## src/rtl/seq_gen_pkg.sv

```systemverilog
// Shared mode encodings and default constants for the sequence generator.
package seq_gen_pkg;

    typedef enum logic [1:0] {
        MODE_UP   = 2'b00,
        MODE_DOWN = 2'b01,
        MODE_GRAY = 2'b10,
        MODE_LFSR = 2'b11
    } mode_e;

    localparam int unsigned     DEF_WIDTH   = 4;
    localparam longint unsigned DEF_MODULUS = 16;
    localparam logic [3:0]      DEF_TAPS    = 4'b1100;
    localparam logic [3:0]      DEF_SEED    = 4'b0001;

endpackage

```

## src/rtl/seq_gen_lfsr_next.sv

```systemverilog
// Fibonacci LFSR next-state with all-zero lockup recovery to SEED.
module seq_gen_lfsr_next #(
    parameter int unsigned      WIDTH = 4,
    parameter logic [WIDTH-1:0] TAPS  = WIDTH'(4'b1100),
    parameter logic [WIDTH-1:0] SEED  = WIDTH'(4'b0001)
) (
    input  logic [WIDTH-1:0] cnt_i,
    output logic [WIDTH-1:0] nxt_c_o
);

    // Shift left, feeding back the parity of the tapped bits; zero restarts at SEED.
    always_comb begin
        nxt_c_o = {cnt_i[WIDTH-2:0], ^(cnt_i & TAPS)};
        if (cnt_i == '0) begin
            nxt_c_o = SEED;
        end
    end

endmodule

```

## src/rtl/seq_gen.sv

```systemverilog
// Multi-mode sequence generator: modulo up/down counter, Gray counter, LFSR.
module seq_gen
    import seq_gen_pkg::*;
#(
    parameter int unsigned      WIDTH     = DEF_WIDTH,
    parameter longint unsigned  MODULUS   = DEF_MODULUS,
    parameter logic [WIDTH-1:0] TAPS      = WIDTH'(DEF_TAPS),
    parameter logic [WIDTH-1:0] SEED      = WIDTH'(DEF_SEED),
    parameter logic [WIDTH-1:0] RESET_VAL = '0
) (
    input  logic             CLK,
    input  logic             RST,
    input  logic             EN,
    input  logic             LD,
    input  logic [WIDTH-1:0] D,
    input  logic [1:0]       MODE,
    output logic [WIDTH-1:0] Q,
    output logic             TC
);

    // Highest in-range count, and the modulus widened so 2^WIDTH still fits.
    localparam logic [WIDTH-1:0] MOD_MAX = WIDTH'(MODULUS - 1);
    localparam logic [WIDTH:0]   MOD_EXT = (WIDTH+1)'(MODULUS);

    logic [WIDTH-1:0] cnt_q;
    logic [WIDTH-1:0] cnt_d;
    logic [WIDTH-1:0] lfsr_nxt;

    seq_gen_lfsr_next #(
        .WIDTH (WIDTH),
        .TAPS  (TAPS),
        .SEED  (SEED)
    ) u_lfsr (
        .cnt_i   (cnt_q),
        .nxt_c_o (lfsr_nxt)
    );

    // State register with asynchronous reset to RESET_VAL.
    always_ff @(posedge CLK or negedge RST) begin
        if (!RST) begin
            cnt_q <= RESET_VAL;
        end else begin
            cnt_q <= cnt_d;
        end
    end

    // Next state: load beats advance beats hold; out-of-range values recover on advance.
    always_comb begin
        cnt_d = cnt_q;
        if (LD) begin
            cnt_d = D;
        end else if (EN) begin
            case (MODE)
                MODE_UP: begin
                    if (cnt_q >= MOD_MAX) cnt_d = '0;
                    else                  cnt_d = cnt_q + WIDTH'(1);
                end
                MODE_DOWN: begin
                    if (cnt_q == '0 || {1'b0, cnt_q} >= MOD_EXT) cnt_d = MOD_MAX;
                    else                                         cnt_d = cnt_q - WIDTH'(1);
                end
                MODE_GRAY: cnt_d = cnt_q + WIDTH'(1);
                MODE_LFSR: cnt_d = lfsr_nxt;
                default:   cnt_d = cnt_q;
            endcase
        end
    end

    // Output decode: Gray mapping and per-mode terminal count, independent of EN.
    always_comb begin
        Q  = cnt_q;
        TC = 1'b0;
        case (MODE)
            MODE_UP:   TC = (cnt_q == MOD_MAX);
            MODE_DOWN: TC = (cnt_q == '0);
            MODE_GRAY: begin
                Q  = cnt_q ^ (cnt_q >> 1);
                TC = (cnt_q == '1);
            end
            MODE_LFSR: TC = (cnt_q == SEED);
            default:   TC = 1'b0;
        endcase
    end

endmodule

```

## config.mk

```make
export PLATFORM = sky130hd
export DESIGN_NAME = seq_gen
export DESIGN_NICKNAME = d
export VERILOG_FILES = /design/src/rtl/seq_gen_pkg.sv /design/src/rtl/seq_gen_lfsr_next.sv /design/src/rtl/seq_gen.sv
export SDC_FILE = /design/constraint.sdc
export NUM_CORES = 1
export LEC_CHECK = 0
export CAP_MARGIN = 10
export CORE_UTILIZATION = 43
export DETAILED_ROUTE_END_ITERATION = 7
export GPL_ROUTABILITY_DRIVEN = 1
export HOLD_SLACK_MARGIN = 0.15
export MAX_ROUTING_LAYER = met4
export PLACE_DENSITY_LB_ADDON = 0.12
export SETUP_SLACK_MARGIN = 0.05
export SYNTH_ARGS = -nofsm -noshare
export SYNTH_HDL_FRONTEND = slang
export SYNTH_HIERARCHICAL = 1
export SYNTH_SLANG_ARGS = --single-unit
export TNS_END_PERCENT = 30
```

## constraint.sdc

```tcl
create_clock -name CLK -period 1.3 [get_ports CLK]
set_input_delay 0.325 -clock CLK [delete_from_list [all_inputs] [get_ports CLK]]
set_output_delay 0.325 -clock CLK [all_outputs]
set_load 0.01 [all_outputs]
```

==> flow_metrics.env <==
export IMPL_synthFlopType="dfrtp_1"
export IMPL_std_cell_rows=13
export IMPL_cap_viol_max_count=0
export IMPL_grt_pass1_wl_um=3080
export IMPL_max_slew_margin_pct=84.6
export IMPL_violations="setup timing"
export IMPL_worst_slew_pin_slew_ns=0.230
export IMPL_clkTransAtPathRegs_ns=0.05
export IMPL_yosys_warnings=6
export IMPL_ys_seq_area_share_pct=16.1
export IMPL_p_sw_mw=0.352
export IMPL_grt_pass1_vias=720
export IMPL_top_register="cnt_q"
export IMPL_antenna_left=0
export IMPL_cp_cell_sequence="buf_6 > ha_4 > nand3b_1 > o21ai_2 > buf_2"
export IMPL_dpl_hpwl_um=1310
export IMPL_initial_core_util_pct=47.3
export IMPL_cts_inserted_buffers=3
export IMPL_place_gp_congestion=0.893
export IMPL_clock_latency_ns=0.24
export IMPL_status="finished with violations"
export IMPL_switching_share_pct=38.4
export IMPL_gr_usage_all_layers_pct=29.6
export IMPL_grt_remaining_overflow=0
export IMPL_syn_num_nets=102
export IMPL_dr_pass1_iters=4
export IMPL_io_pins=15
export IMPL_power_total_mw=0.915
export IMPL_power_density_mw_per_mm2=808
export IMPL_cpPeakStageDelay_ns=0.45
export IMPL_cp_arrival_ns=1.29
export IMPL_seqPwrFrac_pct=19.5
export IMPL_die_area_mm2=0.00161
export IMPL_crit_slowest_cell="dfrtp_2"
export IMPL_grt_max_degree=13
export IMPL_layout_commonest_cell="buf_4"
export IMPL_port_buffers=14
export IMPL_largest_reg_flops=4
export IMPL_h_tree_depth=1
export IMPL_cp_max_fo=5
export IMPL_p_int_mw=0.563
export IMPL_synthArstFlopShare_pct=100
export IMPL_clock_sinks=4
export IMPL_fin_crit_ns=1.62
export IMPL_clock_skew_ns=0.0126
export IMPL_drt_iter0_drc=13
export IMPL_vias_per_cell=5.44
export IMPL_synth_area_um2=623
export IMPL_cts_buffer_depth=2
export IMPL_wl_um=2070
export IMPL_crit_family="flip-flops"
export IMPL_wl_per_cell_um=14.8
export IMPL_antenna_found_initial=0
export IMPL_pwr_share_comb_pct=61.7
export IMPL_hold_viol=0
export IMPL_rsz0062_at_grt="true"
export IMPL_cts_hold_buf=0
export IMPL_die_w_um=40.1
export IMPL_ys_seq_elements=4
export IMPL_root_buffer="clkbuf_4"
export IMPL_area_growth_pct=81.7
export IMPL_hold_class="input port to asynchronous set/reset pin"
export IMPL_final_cell_mix="24 x buf_4, 10 x nand2_1, 7 x clkdlybuf4s50_1"
export IMPL_start_kind="flip-flop"
export IMPL_reg_largest_list="cnt_q (4)"
export IMPL_peakVddDrop_uv=669
export IMPL_core_area_mm2=0.00132
export IMPL_final_util_pct=85.9
export IMPL_n_antenna_cell=0
export IMPL_die_h_um=40.1
export IMPL_worst_setup_path_end_kind="primary output"
export IMPL_critPathBufInv=2
export IMPL_hold_slack_ns=0.278
export IMPL_slew_violations=0
export IMPL_nets=145
export IMPL_synth_cell_types=32
export IMPL_cts_tree="built"
export IMPL_drcViolationCount=0
export IMPL_drive_above_1_share_pct=52.8
export IMPL_clkPwrFrac_pct=18.8
export IMPL_worst_slack_ns=-0.317
export IMPL_cp_data_required_time_ns=0.98
export IMPL_syn_inst=83
export IMPL_synth_edff_count=0
export IMPL_post_route_period_util_pct=124
export IMPL_vias=762
export IMPL_avgSynthCellArea_um2=7.51
export IMPL_setup_viol_count_final=8
export IMPL_p_leak_nw=0.500
export IMPL_criticalPathCategory="flip-flop to primary output"
export IMPL_max_freq_ghz=0.618
## per-stage QoR
step	TNS, ns	setup slack (ns)	instances	instance area (µm²)
finish	-1.94	-0.317	140	1130
global route	-2.39	-0.375	140	1130
CTS	-1.98	-0.323	140	1090
detailed placement	-4.60	-0.817	130	955
global placement	-4.51	-0.789	130	955
floorplan	-0.0661	-0.0263	83	653
## final timing paths
path | to | from | slack, ns | depth (start not counted)
max | TC | cnt_q[2]$_DFFE_PN0P_ | -0.32 | 5
min | cnt_q[0]$_DFFE_PN0P_ | RST | 0.28 | 1
max reg2reg | cnt_q[3]$_DFFE_PN0P_ | cnt_q[2]$_DFFE_PN0P_ | -0.25 | 7
min reg2reg | cnt_q[1]$_DFFE_PN0P_ | cnt_q[1]$_DFFE_PN0P_ | 0.77 | 4
max in group asynchronous | cnt_q[1]$_DFFE_PN0P_ | RST | 0.83 | 1
min in group CLK | cnt_q[0]$_DFFE_PN0P_ | MODE[1] | 0.67 | 4
## synth_stat cells (all sizes together) (3+ instances only)
cell	count	area, µm²
a21oi	5	25.0
buf	3	22.5
dfrtp	4	100
ha	9	113
inv	7	26.3
nand2	10	37.5
nand3	3	15.0
nor2	6	22.5
o21ai	9	48.8
## repair_timing
| action | CTS | global route |
|---|---|---|
| gates resized for setup | 41 | 11 |
| buffers inserted | 6 | 1 |
| pin swaps | 4 | 4 |
| endpoints found under the setup margin | 9 | 9 |
## worst register-to-register path, delay by kind of cell (launching register included)
family | cells | cell delay [ns]
adders and majority gates | 1 | 0.11
AOI/OAI and AO/OA | 4 | 0.61
buffers and inverters | 2 | 0.22
DFF | 1 | 0.45
## cell families after synthesis
group | after synthesis | synth area share [%]
flip-flops | 4 | 16.1
AO/OA/AOI/OAI | 23 | 24.1
buffers and inverters | 12 | 9.04
XOR/XNOR | 2 | 2.81
adder cells (fa/ha/maj) | 9 | 18.1
multiplexers | 1 | 1.61
AND/OR/NAND/NOR | 32 | 28.3
## routing by layer
metal	up-vias	part of all wire (%)	global-route usage, %
met1	359	41	33.6
li1	374	-	-
met2	25	53	51.2
met3	4	4.6	6.11
met4	0	1.4	9.48
met5	-	0	-
## power groups by stage
stage | sequential, mW | clock, mW | combinational [mW]
floorplan | 0.176 | 0 | 0.232
global placement | 0.172 | 0 | 0.444
detailed placement | 0.171 | 0 | 0.455
CTS | 0.176 | 0.181 | 0.516
global route | 0.179 | 0.198 | 0.611
finish | 0.178 | 0.172 | 0.565
## final cells by class
| type | instances | area (µm²) |
|---|---|---|
| well taps | 15 | 18.8 |
| repair buffers | 43 | 355 |
| fillers | 81 | 185 |
| flip-flops and latches | 4 | 105 |
| multi-input cells | 67 | 593 |
| clock buffers | 4 | 26.3 |
| inverters | 7 | 33.8 |
No activity file was read; power rests on OpenSTA's default activity.
